--- src/rtl/arith_pkg.sv ---
// Shared opcode and FSM state encodings for the arithmetic engine.
`default_nettype none

package arith_pkg;

  typedef enum logic [1:0] {
    OP_ADD = 2'b00,
    OP_MUL = 2'b01,
    OP_SUB = 2'b10,
    OP_MAC = 2'b11
  } op_e;

  typedef enum logic {
    ST_IDLE = 1'b0,
    ST_MUL  = 1'b1
  } state_e;

endpackage

`default_nettype wire

--- src/rtl/shift_add_mul.sv ---
// Iterative shift-and-add multiplier, one multiplier bit per cycle.
// o_done/o_product are combinational during the final iteration, so the caller registers the finished product on that same edge.
`default_nettype none

module shift_add_mul #(
  parameter int WIDTH = 4
) (
  input  logic                 clock,
  input  logic                 reset,
  input  logic                 i_start,
  input  logic [WIDTH-1:0]     i_a,
  input  logic [WIDTH-1:0]     i_b,
  output logic                 o_done,
  output logic [2*WIDTH-1:0]   o_product
);

  localparam int CW = (WIDTH > 2) ? $clog2(WIDTH) : 1;

  logic               r_busy;
  logic [CW-1:0]      r_cnt;
  logic [2*WIDTH-1:0] r_mcand;
  logic [WIDTH-1:0]   r_mplier;
  logic [2*WIDTH-1:0] r_partial;

  logic [2*WIDTH-1:0] w_addend;
  logic [2*WIDTH-1:0] w_next_partial;

  assign w_addend       = r_mplier[0] ? r_mcand : '0;
  assign w_next_partial = r_partial + w_addend;

  assign o_done    = r_busy && (r_cnt == '0);
  assign o_product = w_next_partial;

  always_ff @(posedge clock) begin
    if (reset) begin
      r_busy    <= 1'b0;
      r_cnt     <= '0;
      r_mcand   <= '0;
      r_mplier  <= '0;
      r_partial <= '0;
    end else if (i_start) begin
      r_busy    <= 1'b1;
      r_cnt     <= CW'(WIDTH - 1);
      r_mcand   <= {{WIDTH{1'b0}}, i_a};
      r_mplier  <= i_b;
      r_partial <= '0;
    end else if (r_busy) begin
      r_partial <= w_next_partial;
      r_mplier  <= r_mplier >> 1;
      r_mcand   <= r_mcand << 1;
      if (r_cnt == '0) begin
        r_busy <= 1'b0;
      end else begin
        r_cnt <= r_cnt - 1'b1;
      end
    end
  end

endmodule

`default_nettype wire

--- src/rtl/arith_engine.sv ---
// Arithmetic engine: single-cycle ADD/SUB, iterative MUL and multiply-accumulate.
`default_nettype none

module arith_engine
  import arith_pkg::*;
#(
  parameter int WIDTH = 4,
  parameter int RES_W = 16
) (
  input  logic              clock,
  input  logic              reset,
  input  logic              in_valid,
  output logic              in_ready,
  input  logic [WIDTH-1:0]  v1,
  input  logic [WIDTH-1:0]  v2,
  input  logic [1:0]        opcode,
  output logic [RES_W-1:0]  ans,
  output logic              out_valid
);

  if ((WIDTH < 2) || (WIDTH > 16) || (RES_W < 2 * WIDTH + 1)) begin : g_param_check
    $error("arith_engine: WIDTH must be 2..16 and RES_W >= 2*WIDTH+1");
  end

  state_e             r_state;
  op_e                r_op;
  logic [RES_W-1:0]   r_acc;
  logic [RES_W-1:0]   r_ans;
  logic               r_out_valid;

  op_e                w_op;
  logic               w_accept;
  logic               w_start;
  logic               w_done;
  logic [2*WIDTH-1:0] w_product;
  logic [RES_W-1:0]   w_product_ext;
  logic [RES_W-1:0]   w_sum;
  logic [RES_W-1:0]   w_diff;
  logic [RES_W-1:0]   w_mac;

  assign w_op     = op_e'(opcode);
  assign in_ready = (r_state == ST_IDLE);
  assign w_accept = in_valid && in_ready;
  assign w_start  = w_accept && ((w_op == OP_MUL) || (w_op == OP_MAC));

  assign w_sum         = {{(RES_W-WIDTH){1'b0}}, v1} + {{(RES_W-WIDTH){1'b0}}, v2};
  assign w_diff        = {{(RES_W-WIDTH){1'b0}}, v1} - {{(RES_W-WIDTH){1'b0}}, v2};
  assign w_product_ext = {{(RES_W-2*WIDTH){1'b0}}, w_product};
  assign w_mac         = r_acc + w_product_ext;

  shift_add_mul #(
    .WIDTH (WIDTH)
  ) u_mul (
    .clock     (clock),
    .reset     (reset),
    .i_start   (w_start),
    .i_a       (v1),
    .i_b       (v2),
    .o_done    (w_done),
    .o_product (w_product)
  );

  always_ff @(posedge clock) begin
    if (reset) begin
      r_state     <= ST_IDLE;
      r_op        <= OP_ADD;
      r_acc       <= '0;
      r_ans       <= '0;
      r_out_valid <= 1'b0;
    end else begin
      r_out_valid <= 1'b0;
      case (r_state)
        ST_IDLE: begin
          if (w_accept) begin
            r_op <= w_op;
            case (w_op)
              OP_ADD: begin
                r_ans       <= w_sum;
                r_out_valid <= 1'b1;
              end
              OP_SUB: begin
                r_ans       <= w_diff;
                r_out_valid <= 1'b1;
              end
              default: r_state <= ST_MUL;
            endcase
          end
        end
        ST_MUL: begin
          // Final iteration: product is valid combinationally, commit it now.
          if (w_done) begin
            r_state     <= ST_IDLE;
            r_out_valid <= 1'b1;
            if (r_op == OP_MAC) begin
              r_acc <= w_mac;
              r_ans <= w_mac;
            end else begin
              r_ans <= w_product_ext;
            end
          end
        end
        default: r_state <= ST_IDLE;
      endcase
    end
  end

  assign ans       = r_ans;
  assign out_valid = r_out_valid;

endmodule

`default_nettype wire

--- config.mk ---
export PLATFORM = sky130hd
export DESIGN_NAME = arith_engine
export DESIGN_NICKNAME = d
export VERILOG_FILES = /design/src/rtl/arith_pkg.sv /design/src/rtl/shift_add_mul.sv /design/src/rtl/arith_engine.sv
export SDC_FILE = /design/constraint.sdc
export NUM_CORES = 1
export LEC_CHECK = 0
export BUFFER_PORTS_ARGS = -buffer_cell sky130_fd_sc_hd__buf_4
export CAP_MARGIN = 15
export CORE_MARGIN = 4
export CORE_UTILIZATION = 45
export CTS_CLUSTER_SIZE = 28
export DETAILED_ROUTE_END_ITERATION = 10
export PLACE_DENSITY = 0.71
export SKIP_CTS_REPAIR_TIMING = 1
export SYNTH_ARGS = -nofsm -noshare
export SYNTH_HDL_FRONTEND = slang
export SYNTH_SLANG_ARGS = --single-unit
--- constraint.sdc ---
create_clock -name clock -period 5.2 [get_ports clock]
set_input_delay 1.04 -clock clock [delete_from_list [all_inputs] [get_ports clock]]
set_output_delay 1.04 -clock clock [all_outputs]
set_load 0.1 [all_outputs]
==> impl_metrics.py, run 1 <==
metrics = {
    "run_status": {
        "status": "finished clean",
    },
    "synthesis": {
        "syn-num-nets": 453,
        "syn_area_per_cell_um2": 8.661,
        "synthesis.area_um2": 3560,
        "synth_cell_types": 57,
        "yosys_most_used_dff": "dfxtp_1",
        "synthCells": 411,
        "synth_edf_count": 0,
        "async_flop_share_pct": 0,
        "ys_seq_elements": 59,
        "seq_area_frac_synth_pct": 33.18,
        "yosys_warnings": 0,
    },
    "finish": {
        "nFillCells": 716,
        "drive_gt1_share_pct": 15.16,
        "regArea_um2": 1181,
        "antenna_cells": 0,
        "nets": 479,
        "area_delta_synth_final_pct": 14.34,
        "fin_cells": 544,
        "multi_input_area_um2": 2212,
    },
    "die": {
        "die_h_um": 96.94,
        "coreArea_um2": 7727,
        "num_io_pins": 31,
        "die-area_um2": 9397,
        "num_rows": 32,
        "start_util_pct": 46.07,
        "fp.dieW_um": 96.94,
    },
    "power": {
        "leakage_uw": 0.001640,
        "cellPowerDensity_nw_per_um2": 295.4,
        "peakVddDrop_v": 0.0001931,
    },
    "grt": {
        "grt_pass1_wl_um": 14040,
        "grt_pass1_vias": 2905,
        "grt_max_degree": 52,
        "antenna_found_initial": 0,
        "grt_usage_pct": 18.17,
        "grt-ovfl-total": 0,
    },
    "clock_network": {
        "cts_buffers": 9,
        "insertion_delay_ns": 0.34,
        "cts_root_buffer": "clkbuf_8",
        "cts.clk_slew.worst_paths_ns": 0.07,
        "cts_buffer_depth": 2,
        "cts_tree": "done",
        "cts_sinks": 59,
        "cts_max_level": 3,
    },
    "worst_setup_path": {
        "crit_type": "reg -> reg",
        "worstPathCellList": "and2_1 > ha_1 > fa_1 > a21o_1 > a221o_1 > a21oi_1 > xnor2_1 > ha_1 > a2111oi_0 > o21ai_1 > a31oi_2 > nor2b_1 > xnor2_1 > o41ai_2",
        "crit_fanout": 9,
        "start_kind": "flop",
        "crit_family": "compound AO/OA/AOI/OAI gates",
        "max_stage_delay_ns": 0.41,
        "crit_arrival_ns": 4.18,
        "worst_setup_path_end_kind": "flop",
        "crit_path_top_delay_cell": "fa_1",
        "crit_buf_inv": 0,
        "required_ns": 5.43,
    },
    "route": {
        "via_per_inst": 5.392,
        "drtIter0Drc": 161,
        "vias": 2933,
        "ant_nets": 0,
        "remaining_drc_errors": 0,
        "first_pass_iters": 4,
        "wl_per_cell_um": 14.94,
        "routed_wirelength_um": 8130,
    },
    "placement": {
        "dp_hpwl_um": 5847,
        "routabilityCongestion": 0.8536,
        "dp.cells": 528,
        "port_buffers": 30,
        "preCtsSetupSlack_ns": 1.318,
    },
    "timing": {
        "tightest_slew_ns": 0.6827,
        "min_period_over_period_pct": 75.81,
        "max_freq_mhz": 253.7,
        "post-route-min-period_ns": 3.942,
        "fin_setup_tns_ns": 0,
        "setup_viol": 0,
        "final-hold-violation-count": 0,
        "worst_clock_skew_ns": 0.009183,
        "slew_violations": 0,
        "fin_ws_ns": 1.258,
        "rsz0062_at_grt": "false",
        "max_slew_margin_pct": 54.44,
    },
    "flow_run": {
        "cap_violations": 0,
    },
    "min_path": {
        "min_path_type": "reg -> reg",
    },
}
[area by class of cell]
| class | instances | share of cell area (%) |
|---|---|---|
| Tap cell | 102 | 3.136 |
| Clock buffer | 11 | 3.474 |
| Inverter | 16 | 1.476 |
| Multi-Input combinational cell | 318 | 54.35 |
| Sequential cell | 59 | 29.02 |
| Clock inverter | 5 | 2.459 |
| Timing Repair Buffer | 33 | 6.087 |
[layer usage]
layer	track usage [%]	part of all wire, %	wire length [µm]
met1	23.48	48	3889
met2	29.67	47	3834
met3	4.254	3.6	289
met4	6.263	1.4	116
met5	0	0	0
[through the flow]
step	area, µm²	hold slack, ns	total power [µW]	utilization, %
6_report	4070	0.4719	1202	52.67
5_1_grt	4070	0.4986	1256	52.67
4_1_cts	4070	0.4681	1214	52.67
3_5_place_dp	3829	0.4571	696.9	49.55
3_3_place_gp	3829	0.4468	693.9	49.55
2_1_floorplan	3560	0.4380	648.0	-
[worst register-to-register path: stages (launching register included)]
cell and delay (ns):
dfxtp_1 0.36, and2_1 0.19, ha_1 0.21, fa_1 0.41, a21o_1 0.22, a221o_1 0.29, a21oi_1 0.18, xnor2_1 0.25
ha_1 0.34, a2111oi_0 0.37, o21ai_1 0.17, a31oi_2 0.38, nor2b_1 0.12, xnor2_1 0.15, o41ai_2 0.21
[Yosys cell counts (4+ instances only)]
master | count | area (µm²)
dfxtp_1 | 59 | 1181
nor2_1 | 52 | 195.2
nand2_1 | 32 | 120.1
a21oi_1 | 29 | 145.1
ha_1 | 25 | 312.8
mux2i_1 | 19 | 190.2
xnor2_1 | 19 | 166.4
a211oi_1 | 15 | 112.6
inv_1 | 15 | 56.30
o21ai_0 | 12 | 60.06
xor2_1 | 11 | 96.34
clkbuf_1 | 10 | 37.54
nand3_1 | 9 | 45.04
and2_1 | 8 | 50.05
nor2b_1 | 8 | 50.05
nor3_1 | 8 | 40.04
o21bai_1 | 5 | 37.54
a21o_1 | 4 | 30.03
fa_1 | 4 | 80.08
nand2b_1 | 4 | 25.02
[cell families (layout without fill, tap and decap cells)]
logic type,count (synthesis),count (layout),share of synthesized area [%]
compound gates,100,100,19.47
flops,59,59,33.18
fa+ha+maj,29,29,11.04
simple gates,139,139,18.59
xor+xnor,30,30,7.381
mux,20,20,5.659
buf+inv,34,65,4.675
[flip-flops by register name (all words and copies together) (netlist names)]
register and flops:
u_mul.r_cnt 2, u_mul.r_busy 1, u_mul.r_mplier 4, out_valid 1
r_state 1, r_op 2, ans 16, r_acc 16
u_mul.r_mcand 8, u_mul.r_partial 8
[power breakdown]
group	switching (µW)	leakage [µW]	internal (µW)	total, µW
Sequential	14.0	0.000480	470	484
Combinational	143	0.00104	60.3	203
Clock	185	0.000123	330	515
Total	342	0.00164	860	1200
[layout by cell type, fill, tap and decap left out, types with 3 or more instances in the layout]
master      n
a21oi_1    29
a221oi_1    3
o21bai_1    5
inv_1      15
nor3_1      8
nor2_1     52
clkbuf_8   10
o22ai_1     3
mux2i_1    19
nand3_1     9
nand2b_1    4
xnor2_1    19
nor2b_1     8
a211oi_1   15
a31oi_1     3
ha_1       25
and2_1      8
dfxtp_1    59
bufinv_16   3
o21a_1      3
a21o_1      4
o21ai_0    12
fa_1        4
xor2_1     11
buf_4      33
nand2_1    32
or3_1       3
o21ai_1     3
a311oi_1    3
nand4_1     3
[final timing paths]
kind              depth (start not counted)  endpoint  slack, ns              start
hold reg to reg                           2  r_acc[5]       0.47           r_acc[5]
hold / removal                            2  r_acc[5]       0.47           r_acc[5]
setup / recovery                         14    ans[9]       1.26  u_mul.r_mplier[0]
setup reg to reg                         14    ans[9]       1.26  u_mul.r_mplier[0]
(Power assumes the default switching activity.)
==> run 2, diff against run 1 <==
clock period = 4.1 ns   (was 5.2 ns; I/O delays follow)
==> impl_metrics.py, run 2 (same netlist as run 1, synthesis figures left out) <==
metrics = {
    "route": {
        "routed_wirelength_um": 8166,
        "vias": 2966,
        "first_pass_iters": 4,
        "wl_per_cell_um": 15.01,
        "via_per_inst": 5.452,
        "drtIter0Drc": 141,
        "ant_nets": 0,
        "remaining_drc_errors": 0,
    },
    "finish": {
        "area_delta_synth_final_pct": 14.17,
        "final_common_cell": "dfxtp_1",
        "nets": 479,
        "final_cell_mix": "dfxtp_1, nor2_1, buf_4",
        "antenna_cells": 0,
        "fin_cells": 544,
        "drive_gt1_share_pct": 15.38,
    },
    "grt": {
        "grt_pass1_vias": 2879,
        "grt-ovfl-total": 0,
        "grt_max_degree": 52,
        "gr-usage-met3_pct": 2.740,
        "busiest_layer": "met2",
        "grt_usage_pct": 17.83,
        "antenna_found_initial": 0,
        "grt_pass1_wl_um": 13790,
        "grt_util_met1_pct": 23.38,
        "met2_usage_pct": 29.25,
    },
    "worst_setup_path": {
        "worst_setup_path_end_kind": "flop",
        "start_kind": "flop",
        "crit_type": "reg -> reg",
        "crit_arrival_ns": 4.09,
        "required_ns": 4.30,
        "crit_fanout": 9,
    },
    "power": {
        "peakVddDrop_v": 0.0001611,
        "cellPowerDensity_nw_per_um2": 362.1,
        "leakage_uw": 0.001626,
    },
    "placement": {
        "routabilityCongestion": 0.8575,
        "dp_hpwl_um": 5839,
        "port_buffers": 30,
        "dp.cells": 528,
    },
    "clock_network": {
        "cts_buffers": 9,
        "insertion_delay_ns": 0.34,
        "cts_tree": "done",
        "cts_buffer_depth": 2,
        "cts_root_buffer": "clkbuf_8",
        "cts_sinks": 59,
        "cts_max_level": 3,
        "cts.clk_slew.worst_paths_ns": 0.07,
    },
    "die": {
        "die-area_um2": 9397,
        "start_util_pct": 46.07,
        "num_io_pins": 31,
        "coreArea_um2": 7727,
        "die_h_um": 96.94,
        "num_rows": 32,
        "fp.dieW_um": 96.94,
    },
    "flow_run": {
        "cap_violations": 0,
    },
    "timing": {
        "rsz0062_at_grt": "false",
        "final-hold-violation-count": 0,
        "tightest_slew_ns": 0.7011,
        "fin_setup_tns_ns": 0,
        "min_period_over_period_pct": 94.88,
        "slew_violations": 0,
        "post-route-min-period_ns": 3.890,
        "setup_viol": 0,
        "max_slew_margin_pct": 53.21,
        "max_freq_mhz": 257.1,
        "worst_clock_skew_ns": 0.009518,
    },
    "min_path": {
        "min_path_type": "reg -> reg",
    },
    "run_status": {
        "status": "finished clean",
    },
}
## run 2: worst paths after layout
kind	from	to	slack (ns)	depth (start not counted)
min	r_acc[5]	r_acc[5]	0.46	2
max	u_mul.r_mplier[0]	ans[7]	0.21	14
min reg2reg	r_acc[5]	r_acc[5]	0.46	2
max reg2reg	u_mul.r_mplier[0]	ans[7]	0.21	14
## run 2: routing by layer
metal  wire length (µm)  share of wire, %
met1               3842                47
met2               3896                48
met3                295               3.6
met4                131               1.6
met5                  0                 0
## run 2: critical path, cell delays in order (launching register included)
cell and delay (ns):
dfxtp_1 0.37, and2_1 0.19, ha_1 0.21, fa_1 0.40
a21o_1 0.22, a221o_1 0.30, a21oi_1 0.18, xnor2_1 0.26
ha_1 0.34, a2111oi_0 0.42, nor2_1 0.15, nand2_1 0.20
xor2_1 0.24, a2bb2oi_1 0.18, o21ai_0 0.11
## run 2: power breakdown
part	internal [µW]	switching (µW)	total, µW
combinational	76.5	182	258
sequential	596	17.8	614
clock	358	241	600
total	1030	441	1470
## run 2: area by class of cell
| class | count | area, µm² |
|---|---|---|
| Tap cell | 102 | 127.6 |
| Clock inverter | 6 | 88.84 |
| Multi-Input combinational cell | 318 | 2221 |
| Inverter | 16 | 60.06 |
| Fill cell | 725 | 3664 |
| Sequential cell | 59 | 1181 |
| Clock buffer | 10 | 137.6 |
| Timing Repair Buffer | 33 | 247.7 |
## run 2: per-stage QoR
stage                     power, µW  util, %  setup WS (ns)  instance area (µm²)  hold WS, ns
after global placement        879.5    49.55         0.3412                 3829       0.4471
after floorplan               821.8        -         0.5726                 3560       0.4380
after detailed placement      883.1    49.55         0.2154                 3829       0.4538
after global routing           1533    52.59        0.01190                 4064       0.4879
after CTS                      1487    52.48         0.1744                 4055       0.4631
final                          1472    52.59         0.2098                 4064       0.4609
==> run 3, diff against run 2 <==
CORE_UTILIZATION = 55   (was 45)
PLACE_DENSITY = 0.82   (was 0.71)
==> impl_metrics.py, run 3 (same netlist as run 1, synthesis figures left out) <==
metrics = {
    "placement": {
        "port_buffers": 30,
        "routabilityCongestion": 0.8998,
        "dp_hpwl_um": 5727,
        "postPlaceCellArea_um2": 3797,
    },
    "worst_setup_path": {
        "crit_arrival_ns": 4.06,
        "crit_type": "reg -> reg",
        "worst_setup_path_end_kind": "flop",
        "required_ns": 4.35,
        "crit_fanout": 9,
        "start_kind": "flop",
        "r2r_slack_ns": 0.28,
    },
    "power": {
        "p_int_uw": 1001,
        "leakage_uw": 0.001642,
        "peakVddDrop_v": 0.0002494,
        "p_sw_uw": 444.6,
        "p_seq_share_pct": 42.4,
        "cellPowerDensity_nw_per_um2": 357.4,
        "combPwrFrac_pct": 17.9,
        "switching_share_pct": 30.75,
        "clockPowerShare_pct": 39.6,
    },
    "finish": {
        "final_common_cell": "dfxtp_1",
        "antenna_cells": 0,
        "final_cell_mix": "dfxtp_1, nor2_1, buf_4",
        "nets": 479,
        "fin_area_um2": 4045,
        "area_delta_synth_final_pct": 13.64,
        "drive_gt1_share_pct": 16.52,
    },
    "die": {
        "start_util_pct": 56.38,
        "num_io_pins": 31,
        "die_h_um": 88.45,
        "die-area_um2": 7823,
        "coreArea_um2": 6314,
        "num_rows": 29,
        "fp.dieW_um": 88.45,
    },
    "route": {
        "ant_nets": 0,
        "remaining_drc_errors": 0,
        "vias": 3038,
        "drtIter0Drc": 195,
        "first_pass_iters": 5,
        "wl_per_cell_um": 15.74,
        "routed_wirelength_um": 8171,
        "via_per_inst": 5.854,
    },
    "grt": {
        "grt_pass1_vias": 2995,
        "grt_pass1_wl_um": 13610,
        "grt-ovfl-total": 0,
        "grt_usage_pct": 22.22,
        "grt_max_degree": 52,
        "antenna_found_initial": 0,
    },
    "flow_run": {
        "cap_violations": 0,
    },
    "timing": {
        "slew_violations": 0,
        "setup_viol": 0,
        "fin_setup_tns_ns": 0,
        "final-hold-violation-count": 0,
        "max_slew_margin_pct": 51.77,
        "min_period_over_period_pct": 93.13,
        "worst_clock_skew_ns": 0.004917,
        "post-route-min-period_ns": 3.818,
        "max_freq_mhz": 261.9,
        "tightest_slew_ns": 0.7227,
        "rsz0062_at_grt": "false",
    },
    "run_status": {
        "status": "finished clean",
    },
    "clock_network": {
        "cts_buffers": 9,
        "cts_max_level": 3,
        "cts.clk_slew.worst_paths_ns": 0.07,
        "cts_sinks": 59,
        "cts_root_buffer": "clkbuf_8",
        "insertion_delay_ns": 0.34,
        "cts_tree": "done",
        "cts_buffer_depth": 2,
    },
    "min_path": {
        "min_path_type": "reg -> reg",
    },
}
-- run 3: cell count changes in the layout (fill, tap and decap cells not counted), sizes merged --
cell,delta
bufinv,-1
clkinvlp,-1
clkbuf,+2
-- run 3: worst max-delay path: stages (launching register included) --
cell	delay [ns]
dfxtp_1	0.37
and2_1	0.19
ha_1	0.21
fa_1	0.42
a21o_1	0.22
a221o_1	0.29
a21oi_1	0.23
xnor2_2	0.18
ha_1	0.32
a2111oi_2	0.41
o21ai_2	0.15
a31oi_4	0.28
nor2_1	0.10
xnor2_1	0.14
o41ai_2	0.20
-- run 3: power groups by stage --
stage               clock network (µW)  logic (µW)  registers (µW)
global route                       596         278             617
finish                             573         259             614
floorplan                            0         121             701
global placement                     0         252             626
detailed placement                   0         257             626
CTS                                574         259             614
-- run 3: worst paths after layout --
check               startpoint  depth (start not counted)  endpoint
max          u_mul.r_mplier[0]                         14   ans[11]
min                   r_acc[0]                          2  r_acc[0]
max reg2reg  u_mul.r_mplier[0]                         14   ans[11]
min reg2reg           r_acc[0]                          2  r_acc[0]
-- run 3: through the flow --
stage / hold slack [ns] / setup WS (ns) / total power (µW) / instances / util (%)
final: 0.4665 / 0.2815 / 1446 / 519 / 64.07
after global routing: 0.4914 / 0.06199 / 1491 / 519 / 64.07
after floorplan: 0.4380 / 0.5726 / 821.8 / 411 / -
after detailed placement: 0.4570 / 0.2054 / 883.0 / 503 / 60.15
after CTS: 0.4656 / 0.1832 / 1446 / 519 / 63.52
after global placement: 0.4474 / 0.3485 / 877.6 / 503 / 60.15
-- run 3: area by class of cell --
class / count / area (µm²)
multi-input cells: 318 / 2247
clock inverters: 4 / 47.55
flip-flops and latches: 59 / 1181
clock buffers: 12 / 165.2
well taps: 77 / 96.34
inverters: 16 / 60.06
fillers: 545 / 2268
repair buffers: 33 / 247.7
-- run 3: routing by layer --
metal | vias to the layer above | track usage (%) | part of all wire (%)
met4 | 0 | 9.203 | 2.4
met5 | - | 0 | 0
met2 | 79 | 36.85 | 47
li1 | 1505 | - | -
met1 | 1430 | 28.27 | 44
met3 | 24 | 4.376 | 6.2
